**config.mk**
```make
export PLATFORM = sky130hd
export DESIGN_NAME = restoring_divider
export DESIGN_NICKNAME = d
export VERILOG_FILES = /design/src/rtl/restoring_divider_pkg.sv /design/src/rtl/restoring_divider_addsub_ripple.sv /design/src/rtl/restoring_divider.sv
export SDC_FILE = /design/constraint.sdc
export NUM_CORES = 1
export LEC_CHECK = 0
export ABC_AREA = 1
export CORE_MARGIN = 1
export CORE_UTILIZATION = 38
export CTS_BUF_LIST = sky130_fd_sc_hd__clkbuf_16
export DETAILED_ROUTE_END_ITERATION = 10
export PLACE_DENSITY = 0.64
export SLEW_MARGIN = 25
export SYNTH_ARGS = -nofsm -noshare
export SYNTH_HDL_FRONTEND = slang
export SYNTH_HIERARCHICAL = 1
export SYNTH_SLANG_ARGS = --single-unit
```
**constraint.sdc**
```tcl
create_clock -name clk -period 4.79 [get_ports clk]
set_input_delay 0.7185 -clock clk [delete_from_list [all_inputs] [get_ports clk]]
set_output_delay 0.7185 -clock clk [all_outputs]
set_load 0.02 [all_outputs]
```
**src/rtl/restoring_divider_pkg.sv**
```systemverilog
// Shared definitions for the restoring divider: FSM state encodings.
package restoring_divider_pkg;

   typedef enum logic [1:0] {
      IDLE = 2'd0,
      RUN  = 2'd1,
      DONE = 2'd2
   } state_t;

endpackage

```
**src/rtl/restoring_divider_addsub_ripple.sv**
```systemverilog
// Parameterised ripple-carry adder/subtractor built from one-bit slices.
// select=1 inverts b so that a + ~b + cin gives a - b when cin=1; cout=1 then means no borrow.
module addsub_ripple #(
   parameter int WIDTH = 8
) (
   input  logic [WIDTH-1:0] a,
   input  logic [WIDTH-1:0] b,
   input  logic             select,
   input  logic             cin,
   output logic [WIDTH-1:0] sum,
   output logic             cout
);

   logic [WIDTH:0]   carry;
   logic [WIDTH-1:0] b_eff;

   assign carry[0] = cin;
   assign b_eff    = b ^ {WIDTH{select}};

   for (genvar i = 0; i < WIDTH; i++) begin : g_slice
      assign sum[i]     = a[i] ^ b_eff[i] ^ carry[i];
      assign carry[i+1] = (a[i] & b_eff[i]) | (carry[i] & (a[i] ^ b_eff[i]));
   end

   assign cout = carry[WIDTH];

endmodule

```
**src/rtl/restoring_divider.sv**
```systemverilog
// Multi-cycle unsigned restoring divider, one quotient bit per cycle, MSB first.
// Optional macro DIVIDER_ZERO_CHECK_EN short-circuits a zero divisor straight to DONE.
module restoring_divider
   import restoring_divider_pkg::*;
#(
   parameter int WIDTH = 8
) (
   input  logic             clk,
   input  logic             rst,
   input  logic             start,
   input  logic [WIDTH-1:0] dividend,
   input  logic [WIDTH-1:0] divisor,
   output logic             busy,
   output logic             done,
   output logic [WIDTH-1:0] quotient,
   output logic [WIDTH-1:0] remainder,
   output logic             div_by_zero
);

   localparam int CNT_W = $clog2(WIDTH + 1);

   state_t           state;
   logic [CNT_W-1:0] cnt;
   logic [WIDTH-1:0] rem, dvd, dsr, q_sh;
   logic [WIDTH:0]   shifted, trial;
   logic             no_borrow, take, accept;
   logic [WIDTH-1:0] rem_next, q_next;

   assign accept  = start && (state == IDLE || state == DONE);
   assign shifted = {rem, dvd[WIDTH-1]};

   addsub_ripple #(.WIDTH(WIDTH + 1)) u_trial (
      .a      (shifted),
      .b      ({1'b0, dsr}),
      .select (1'b1),
      .cin    (1'b1),
      .sum    (trial),
      .cout   (no_borrow)
   );

   // The partial remainder stays below the divisor, so trial[WIDTH] is clear whenever there is no borrow.
   assign take     = no_borrow & ~trial[WIDTH];
   assign rem_next = take ? trial[WIDTH-1:0] : shifted[WIDTH-1:0];
   assign q_next   = {q_sh[WIDTH-2:0], take};

   always_ff @(posedge clk) begin
      if (accept) begin
         dvd  <= dividend;
         dsr  <= divisor;
         rem  <= '0;
         q_sh <= '0;
      end else if (state == RUN) begin
         dvd  <= {dvd[WIDTH-2:0], 1'b0};
         rem  <= rem_next;
         q_sh <= q_next;
      end
   end

`ifndef DIVIDER_ZERO_CHECK_EN
   assign div_by_zero = 1'b0;
`endif

   always_ff @(posedge clk) begin
      if (rst) begin
         state       <= IDLE;
         cnt         <= '0;
         busy        <= 1'b0;
         done        <= 1'b0;
         quotient    <= '0;
         remainder   <= '0;
`ifdef DIVIDER_ZERO_CHECK_EN
         div_by_zero <= 1'b0;
`endif
      end else begin
         case (state)
            IDLE, DONE: begin
               done <= 1'b0;
               if (start) begin
`ifdef DIVIDER_ZERO_CHECK_EN
                  if (divisor == '0) begin
                     state       <= DONE;
                     busy        <= 1'b0;
                     done        <= 1'b1;
                     quotient    <= '1;
                     remainder   <= dividend;
                     div_by_zero <= 1'b1;
                  end else begin
                     state <= RUN;
                     cnt   <= CNT_W'(WIDTH);
                     busy  <= 1'b1;
                  end
`else
                  state <= RUN;
                  cnt   <= CNT_W'(WIDTH);
                  busy  <= 1'b1;
`endif
               end else begin
                  state <= IDLE;
                  busy  <= 1'b0;
               end
            end
            RUN: begin
               cnt <= cnt - CNT_W'(1);
               if (cnt == CNT_W'(1)) begin
                  state       <= DONE;
                  busy        <= 1'b0;
                  done        <= 1'b1;
                  quotient    <= q_next;
                  remainder   <= rem_next;
`ifdef DIVIDER_ZERO_CHECK_EN
                  div_by_zero <= 1'b0;
`endif
               end
            end
            default: begin
               state <= IDLE;
               busy  <= 1'b0;
               done  <= 1'b0;
            end
         endcase
      end
   end

endmodule

```
Word-level counts from Yosys, hierarchy flattened
Cells that the tools add are included.
- register bits after elaboration: 55
- output and inout bits: 19
- logic and storage cells: 84
- add/sub/neg operators: 1
- equal/unequal tests: 5
- mux-type cells: 11
- bitwise logic cells: 48
- reduce and logical (&&, ||, !) cells: 9
- operators by type and width (operator ; number):
    $mux 8 ; 3
    $and 1x1->1 ; 18
    $xor 1x1->1 ; 17
    $not 8->9 ; 1
    $or 1x1->1 ; 9
    $pmux 4 s2 ; 1
    $eq 4x1->1 const B ; 1
    $mux 4 ; 1
    $pmux 2 s2 ; 1
    $reduce_and 2->1 ; 2
    $reduce_bool 2->1 ; 2
    $reduce_or 2->1 ; 2
    $sub 4x1->4 const B ; 1
    $mux 1 ; 3
    $not 1->1 ; 3
    $eq 2x1->1 const B ; 1
    $eq 2x2->1 const B ; 1
    $logic_not 2->1 ; 1
    $mux 2 ; 1
    $ne 2x1->1 const B ; 1
    $ne 2x2->1 const B ; 1
    $pmux 1 s2 ; 1
    $logic_and 1x1->1 ; 1
    $logic_or 1x1->1 ; 1

Logic depth before layout (Yosys ltp)
- depth after elaboration: 21
- depth in mapped cells: 23

By module
Netlist, hierarchy kept.
- by module, submodules not included (module ; instances ; cells an instance ; area each (um2) ; seq. area each (um2)):
    restoring_divider ; 1 ; 264 ; 2213.4 ; 1261.2
    addsub_ripple ; 1 ; 65 ; 397.9 ; 0.0

Least setup slack after synthesis
Ideal clock, no wire load.
- path type: flip-flop to flip-flop
- from: reg dsr[0]
- to: reg remainder[7]
- arrival: 4.340 ns
- required time: 4.726 ns
- path slack: 0.386 ns
- cell stages (with the launch flop): 22
- path buffers: 0
- path through: edfxtp_1 > nand2_1 > nand2_1 > fa_1 > inv_1 > fa_1 > inv_1 > fa_1 > fa_1 > fa_1 > fa_1 > fa_1 > fa_1 > inv_1 > fa_1 > clkinv_1 > nand2_2 > inv_1 > nand2_1 > nand2_1 > nor2_1 > nor2_1
- word-level cells in the longest chain between the ends: 21
- RTL lines (item ; RTL line ; text):
    start, declared ; restoring_divider.sv:24 ; logic [WIDTH-1:0] rem, dvd, dsr, q_sh;
    start signal, assigned ; restoring_divider.sv:49 ; dsr <= divisor;
    $not 8->9 (no source line) (*) ; - ;
    $and 1x1->1 or $xor 1x1->1 (tied branches) ; restoring_divider_addsub_ripple.sv:22 ; assign carry[i+1] = (a[i] & b_eff[i]) | (carry[i] & (a[i] ^ b_eff[i]));
    $or 1x1->1 (*) ; restoring_divider_addsub_ripple.sv:22 ;
    $and 1x1->1 (*) ; restoring_divider_addsub_ripple.sv:22 ;
    $or 1x1->1 (*) ; restoring_divider_addsub_ripple.sv:22 ;
    $and 1x1->1 (*) ; restoring_divider_addsub_ripple.sv:22 ;
    $or 1x1->1 (*) ; restoring_divider_addsub_ripple.sv:22 ;
    $and 1x1->1 (*) ; restoring_divider_addsub_ripple.sv:22 ;
    [... 6 more ...] ; - ;
    $or 1x1->1 (*) ; restoring_divider_addsub_ripple.sv:22 ;
    $and 1x1->1 (*) ; restoring_divider_addsub_ripple.sv:22 ;
    $or 1x1->1 (*) ; restoring_divider_addsub_ripple.sv:22 ;
    $xor 1x1->1 (*) ; restoring_divider_addsub_ripple.sv:21 ; assign sum[i] = a[i] ^ b_eff[i] ^ carry[i];
    named net trial[8] ; restoring_divider.sv:25 ; logic [WIDTH:0] shifted, trial;
    $not 1->1 (*) ; restoring_divider.sv:42 ; assign take = no_borrow & ~trial[WIDTH];
    $and 1x1->1 (*) ; restoring_divider.sv:42 ;
    $mux 8 (*) ; restoring_divider.sv:43 ; assign rem_next = take ? trial[WIDTH-1:0] : shifted[WIDTH-1:0];
    end signal, assigned ; restoring_divider.sv:109 ; remainder <= rem_next;
    end, declared ; restoring_divider.sv:16 ; output logic [WIDTH-1:0] remainder,
Mark *: on every way through the listed nets, which the timed path passes. The rest lies on a longest branch.
A chain may end at the register's enable or synchronous reset.

Final worst setup path
Ends and elaborated chain as after synthesis.

==> summary.md <==
| Metric | Value |
|---|---|
| Worst Path Required | 5.02 ns |
| Clk_skew | between 0.005 and 0.006 ns |
| Post-synthesis xor/xnor area fraction | 0% |
| Initial Util | 40.2% |
| DRC Markers | 1 |
| R2R setup slack | ~0.31 ns |
| Congestion Overflow GR | 0 |
| Site Rows | 29 |
| Most common cell on crit path | fa_2 |
| Routability cong. | 0.799 |
| Crit. End Element | register |
| Total power | 1.13 mW |
| Area grow syn2layout | 21.9% |
| Netlist cell types | 27 |
| Area of the core | 6490 sq um |
| Clock sinks | 55 |
| CTS tree | yes |
| Maximum vdd drop | 0.177 mV |
| Antenna violations before repair | 0 |
| Share of layout cells above drive strength 1 | 7.36% |
| Max-cap viol count | 0 |
| Failing checks | DRC |
| WS Path Type | register to register |
| Clk buf depth | 2 |
| Yosys warns | 6 |
| Relative slew slack | 52.6% |
| Setup Viol. Count Final | 0 |
| Gr usage total | 14.4% |
| Crit path DAT | roughly 4.7 ns |
| Diodes inserted | 0 |
| Leading area contributor after synthesis | dfxtp_1 |
| Ranking of synthesized cells by area | dfxtp_1 30%, edfxtp_1 18%, nand2_1 15% |
| Die height | about 85 microns |
| Synth Area in Compound Gates | 5.13% |
| Starting DRC count in detailed routing | between 60 and 70 |
| I/O Buffers | 36 |
| Achievable Freq | 223 MHz |
| Fillers | 652 |
| DP Area | about 3000 sq um |
| Nature of the critical path startpoint | register |
| Lkg Pwr | 1.44 nW |
| Share of the synthesized area in the top cell type | 29.9% |
| Clk Latency, worst-skew pair | 0.29 ns |
| HP Class | register to register |
| Final slew viol count | 0 |
| Cells after synthesis | 329 |
| RSZ-0062 raised after global routing | no |
| Max incr delay on CP | roughly 0.44 ns |
| DRT Pass-1 Iters | 7 |
| Post-Synth Simple-Gate Area | 26.6% |
| Largest net degree at the start of global routing | 29 |
| Setup TNS | 0 ns |
| Cell Chain, Critical Path | nand2_1 -> nand2_1 -> fa_1 -> inv_1 -> fa_1 -> inv_1 -> fa_2 -> fa_2 -> fa_2 -> fa_2 -> fa_2 -> fa_1 -> inv_1 -> fa_1 -> clkinvlp_4 -> nand2_4 -> inv_1 -> nand2_1 -> nand2_1 -> nor2_1 -> nor2_1 |
| Hold Vio Cnt, Final | 0 |
| Hold-fix buffers at CTS | 0 |
| Combinational family with the most area after synthesis | simple AND/OR/NAND/NOR gates |
| Worst-Margin Slew | 0.710 ns |
| Crit path max-delay cell type | fa_1 |
| Global-route wire length before repair | 8280 microns |
| Power per cell area | 356 nW/um^2 |
| Dpl cells | 435 |
| Chip width | ~85 microns |
| Worst-path clk slew | roughly 0.07 ns |
| Design area | 3180 sq um |
| Seq/Total Area, Yosys | 48.3% |
| CTS H-Tree Depth | 2 |
| Fin crit period | 4.48 ns |
| Nets@finish | 396 |
| HPWL after detailed placement | 3340 microns |
| Number of global-route vias before repair | 1951 |
| Number of synthesized register bits | between 50 and 60 |
| Clock root buffer master | clkbuf_16 |
| Post-synthesis mux area share | 0% |
| Fin crit share | between 90 and 100% |
| Adder-Cell Fraction of Synth Area | between 7 and 8% |
| ANT nets after route | 0 |
| Vias/cell | 4.57 |
| Post-Syn Area | between 2000 and 3000 sq um |
| Syn_area_per_cell | 7.94 sq um |
| Routed via count | about 2000 |
| Final wirelength | about 4700 microns |
| Max Fanout on Critical Path | 10 |
| Die ar. | between 7000 and 8000 sq um |
| Drt wl/cell | 10.6 microns |
| IO Pins | 38 |
| Status | complete, but fails checks |
| Total clock buffers created by CTS | 5 |
| Non-filler cells, final | 444 |
-- synth_stat cells, drive strengths merged --
cell and number:
nand2 111, buf 8, edfxtp 16, fa 9, nand3 11, o22ai 13, o21a 1, o21ai 4
clkbuf 2, conb 2, nor2 43, a21oi 5, nand4 1, ha 2, clkinv 1, inv 61
dfxtp 39
-- state kept, by name, indices dropped and copies added, names as in the netlist --
name and count:
dsr 8, quotient 8, cnt 4, q_sh 7, busy 1, dvd 8, remainder 8, rem 8
state 2, done 1
-- final timing paths --
kind                                                  end  cells after the start         startpoint
worst min register to register          done$_SDFFE_PP0P_                      2  done$_SDFFE_PP0P_
worst max register to register  remainder[7]$_SDFFE_PP0P_                     21   dsr[0]$_DFFE_PN_
worst min-delay path                    done$_SDFFE_PP0P_                      2  done$_SDFFE_PP0P_
worst max-delay path            remainder[7]$_SDFFE_PP0P_                     21   dsr[0]$_DFFE_PN_
-- kinds of logic (layout without fill, tap and decap cells) --
| logic type | after synthesis | in the layout |
|---|---|---|
| buf+inv | 72 | 107 |
| simple gates | 166 | 166 |
| compound gates | 23 | 23 |
| fa+ha+maj | 11 | 11 |
| other cells | 2 | 5 |
| flops | 55 | 55 |
-- timing repair --
| item | 4_1_cts | 5_1_grt |
|---|---|---|
| buffers inserted | 0 | 1 |
| endpoints found under the setup margin | 0 | 17 |
| gates resized for setup | 0 | 7 |
-- worst max-delay path, delay by kind of cell (launching register included) --
family	cells	cell delay [ns]
buf+inv	5	0.46
fa+ha+maj	9	3.02
flops	1	0.39
simple gates	7	0.53
-- cell usage in the layout (no fill, tap or decap), types with 4 or more instances in the layout --
| cell type | netlist | routed |
|---|---|---|
| a21oi_1 | 5 | 5 |
| nand2_1 | 106 | 106 |
| nor2_1 | 39 | 39 |
| edfxtp_1 | 16 | 16 |
| fa_2 | 0 | 5 |
| clkbuf_16 | 0 | 5 |
| fa_1 | 9 | 4 |
| conb_1 | 2 | 5 |
| nand3_1 | 10 | 10 |
| o22ai_1 | 13 | 13 |
| dfxtp_1 | 39 | 39 |
| inv_1 | 59 | 59 |
| clkdlybuf4s50_1 | 0 | 36 |
-- per-stage QoR --
| stage | util, % | setup WS, ns | hold slack, ns |
|---|---|---|---|
| after floorplan | - | 0.386 | 0.447 |
| after global placement | 46.3 | 0.205 | 0.442 |
| after detailed placement | 46.3 | 0.0753 | 0.443 |
| after CTS | 48.6 | 0.0520 | 0.459 |
| after global routing | 49.0 | 0.0449 | 0.478 |
| final | 49.0 | 0.312 | 0.460 |
-- power by group --
part | leakage [nW] | total (mW) | switching [mW] | internal (mW)
sequential | 0.474 | 0.540 | 0.0201 | 0.520
clock | 0.0762 | 0.371 | 0.172 | 0.199
combinational | 0.891 | 0.224 | 0.135 | 0.0891
-- layout make-up --
cell class	count	area, sq um	share of cell area, %
multi-input cells	205	1070	33.6
clock inverters	3	26.3	0.825
repair buffers	37	368	11.6
clock buffers	5	125	3.93
well taps	77	96.3	3.03
inverters	62	236	7.43
flip-flops and latches	55	1260	39.6
-- per-layer routing --
layer	part of all wire, %	global-route usage, %	vias to the layer above
met4	2.0	5.24	0
met5	0	0	-
met2	48	26.0	28
li1	-	-	1060
met1	47	16.7	929
met3	2.9	3.40	10
(Power assumes the default switching activity.)
==> variant, RTL diff (same flow settings) <==
Add a define of `DIVIDER_ZERO_CHECK_EN`.
--- a/src/rtl/restoring_divider.sv
+++ b/src/rtl/restoring_divider.sv
@@ -1,4 +1,6 @@
 // Multi-cycle unsigned restoring divider, one quotient bit per cycle, MSB first.
 // Optional macro DIVIDER_ZERO_CHECK_EN short-circuits a zero divisor straight to DONE.
+`define DIVIDER_ZERO_CHECK_EN
+
 module restoring_divider
    import restoring_divider_pkg::*;
Function: changed (Yosys sat finds a counterexample within 4 cycles, from zero or initial values and one cycle with rst high).
==> variant against the unedited design <==
Wire length is 25% higher; design area grew 3.0%; worst hold slack worse by 8.5 ps; global-route usage grew 2.9 points; worst setup slack got worse by 120 ps; clock power down 2%; total power grew 1.5%; sequential cell count stayed put; synthesized area up 1.6%; critical path type unchanged; critical endpoint is now remainder[5]; largest cell class unchanged; largest power group unchanged; highest routed layer unchanged.
==> variant: results (changes against the unedited design) <==
status completed (was finished with violations); GRT Total Usage 17.3% (was 14.4%); fill cell count 656 (was 652); Seq/Total Area, Yosys 47.5% (was 48.3%); Leakage 1.49 nW (was 1.44 nW); largest net degree at the start of global routing 33 (was 29); post-DR vias/cell 4.83 (was 4.57); Final Routed Wirelength 5930 um (was 4730 um); initial drt markers 130 (was 65); Placed Instances 449 (was 435); arrival time at the worst endpoint 4830 ps (was 4710 ps); Inverters 59 (was 62); dpl ws -98.5 ps (was 75.3 ps); clock group power 0.000362 W (was 0.000371 W); ys async rst share 0% (unchanged); Cell Pwr Density 351 nW/um^2 (was 356 nW/um^2); CTS Buffer Depth 2 (unchanged); final setup skew 6.04 ps (was 5.13 ps); adder-cell share of the synthesized area 7.73% (was 7.86%); Inserted Diodes 0 (unchanged); Area after DPL 3060 um^2 (was 3000 um^2); port bufs 37 (was 36); Layout non-clock buf frac 12.0% (was 11.6%); number of global-route vias before repair 2094 (was 1951); multi-input logic area 1160 um^2 (was 1070 um^2); DR pass1 iterations 6 (was 7); fin nets 409 (was 396); number of library cell types mapped by synthesis 26 (was 27); ClkCell Share 4.46% (was 4.75%); Area contributors post-synth dfxtp_1 (29%), edfxtp_1 (18%), nand2_1 (15%) (was dfxtp_1 (30%), edfxtp_1 (18%), nand2_1 (15%)); Synth top cells by count nand2_1 (107), inv_1 (56), dfxtp_1 (39), nand3_1 (29), nor2_1 (23) (was nand2_1 (106), inv_1 (59), dfxtp_1 (39), nor2_1 (39), edfxtp_1 (16)); Non-CTS buffers 40 (was 37); complex-gate fraction of the synthesized area 7.02% (was 5.13%); Routability Congestion 0.930 (was 0.799); Post-Synthesis Cells 340 (was 329); Mapped Area 2650 um^2 (was 2610 um^2); Clk pwr share 31.5% (was 32.7%); #MultiIn Comb 218 (was 205); internal power 0.000814 W (was 0.000808 W); WL per Instance 12.9 um (was 10.6 um); DP Wirelength 4100 um (was 3340 um); crit-path max FO 8 (was 10); VDD IR max 0.000171 V (was 0.000177 V); share of cells above drive strength 1 10.3% (was 7.36%); global-route wire length before repair 9820 um (was 8280 um); Slew @ Worst Pin 725 ps (was 710 ps)
==> variant: logic make-up (layout without fill, tap and decap cells) <==
family | count (synthesis) | in the layout
compound gates | 36 | 36
fa+ha+maj | 11 | 11
buf+inv | 69 | 107
flops | 55 | 55
other cells | 2 | 4
simple gates | 167 | 167
==> variant: per-layer routing <==
metal  track usage (%)  wire [um]  vias up
li1                  -          -     1115
met1              23.5       2780     1043
met2              28.4       2820       56
met3              3.37        228        9
met4              4.55         90        0
met5                 0          0        -
==> variant: worst paths after layout <==
| check | start | endpoint | slack [ps] | cells after the start |
|---|---|---|---|---|
| max | dsr[0] | remainder[5] | 190 | 21 |
| min reg2reg | quotient[6] | quotient[6] | 450 | 2 |
| min | quotient[6] | quotient[6] | 450 | 2 |
| max reg2reg | dsr[0] | remainder[5] | 190 | 21 |
==> variant: what timing repair did <==
action / 4_1_cts / 5_1_grt
pin swaps: 1 / 6
gates resized for setup: 8 / 12
buffers inserted: 0 / 3
endpoints found under the setup margin: 8 / 17
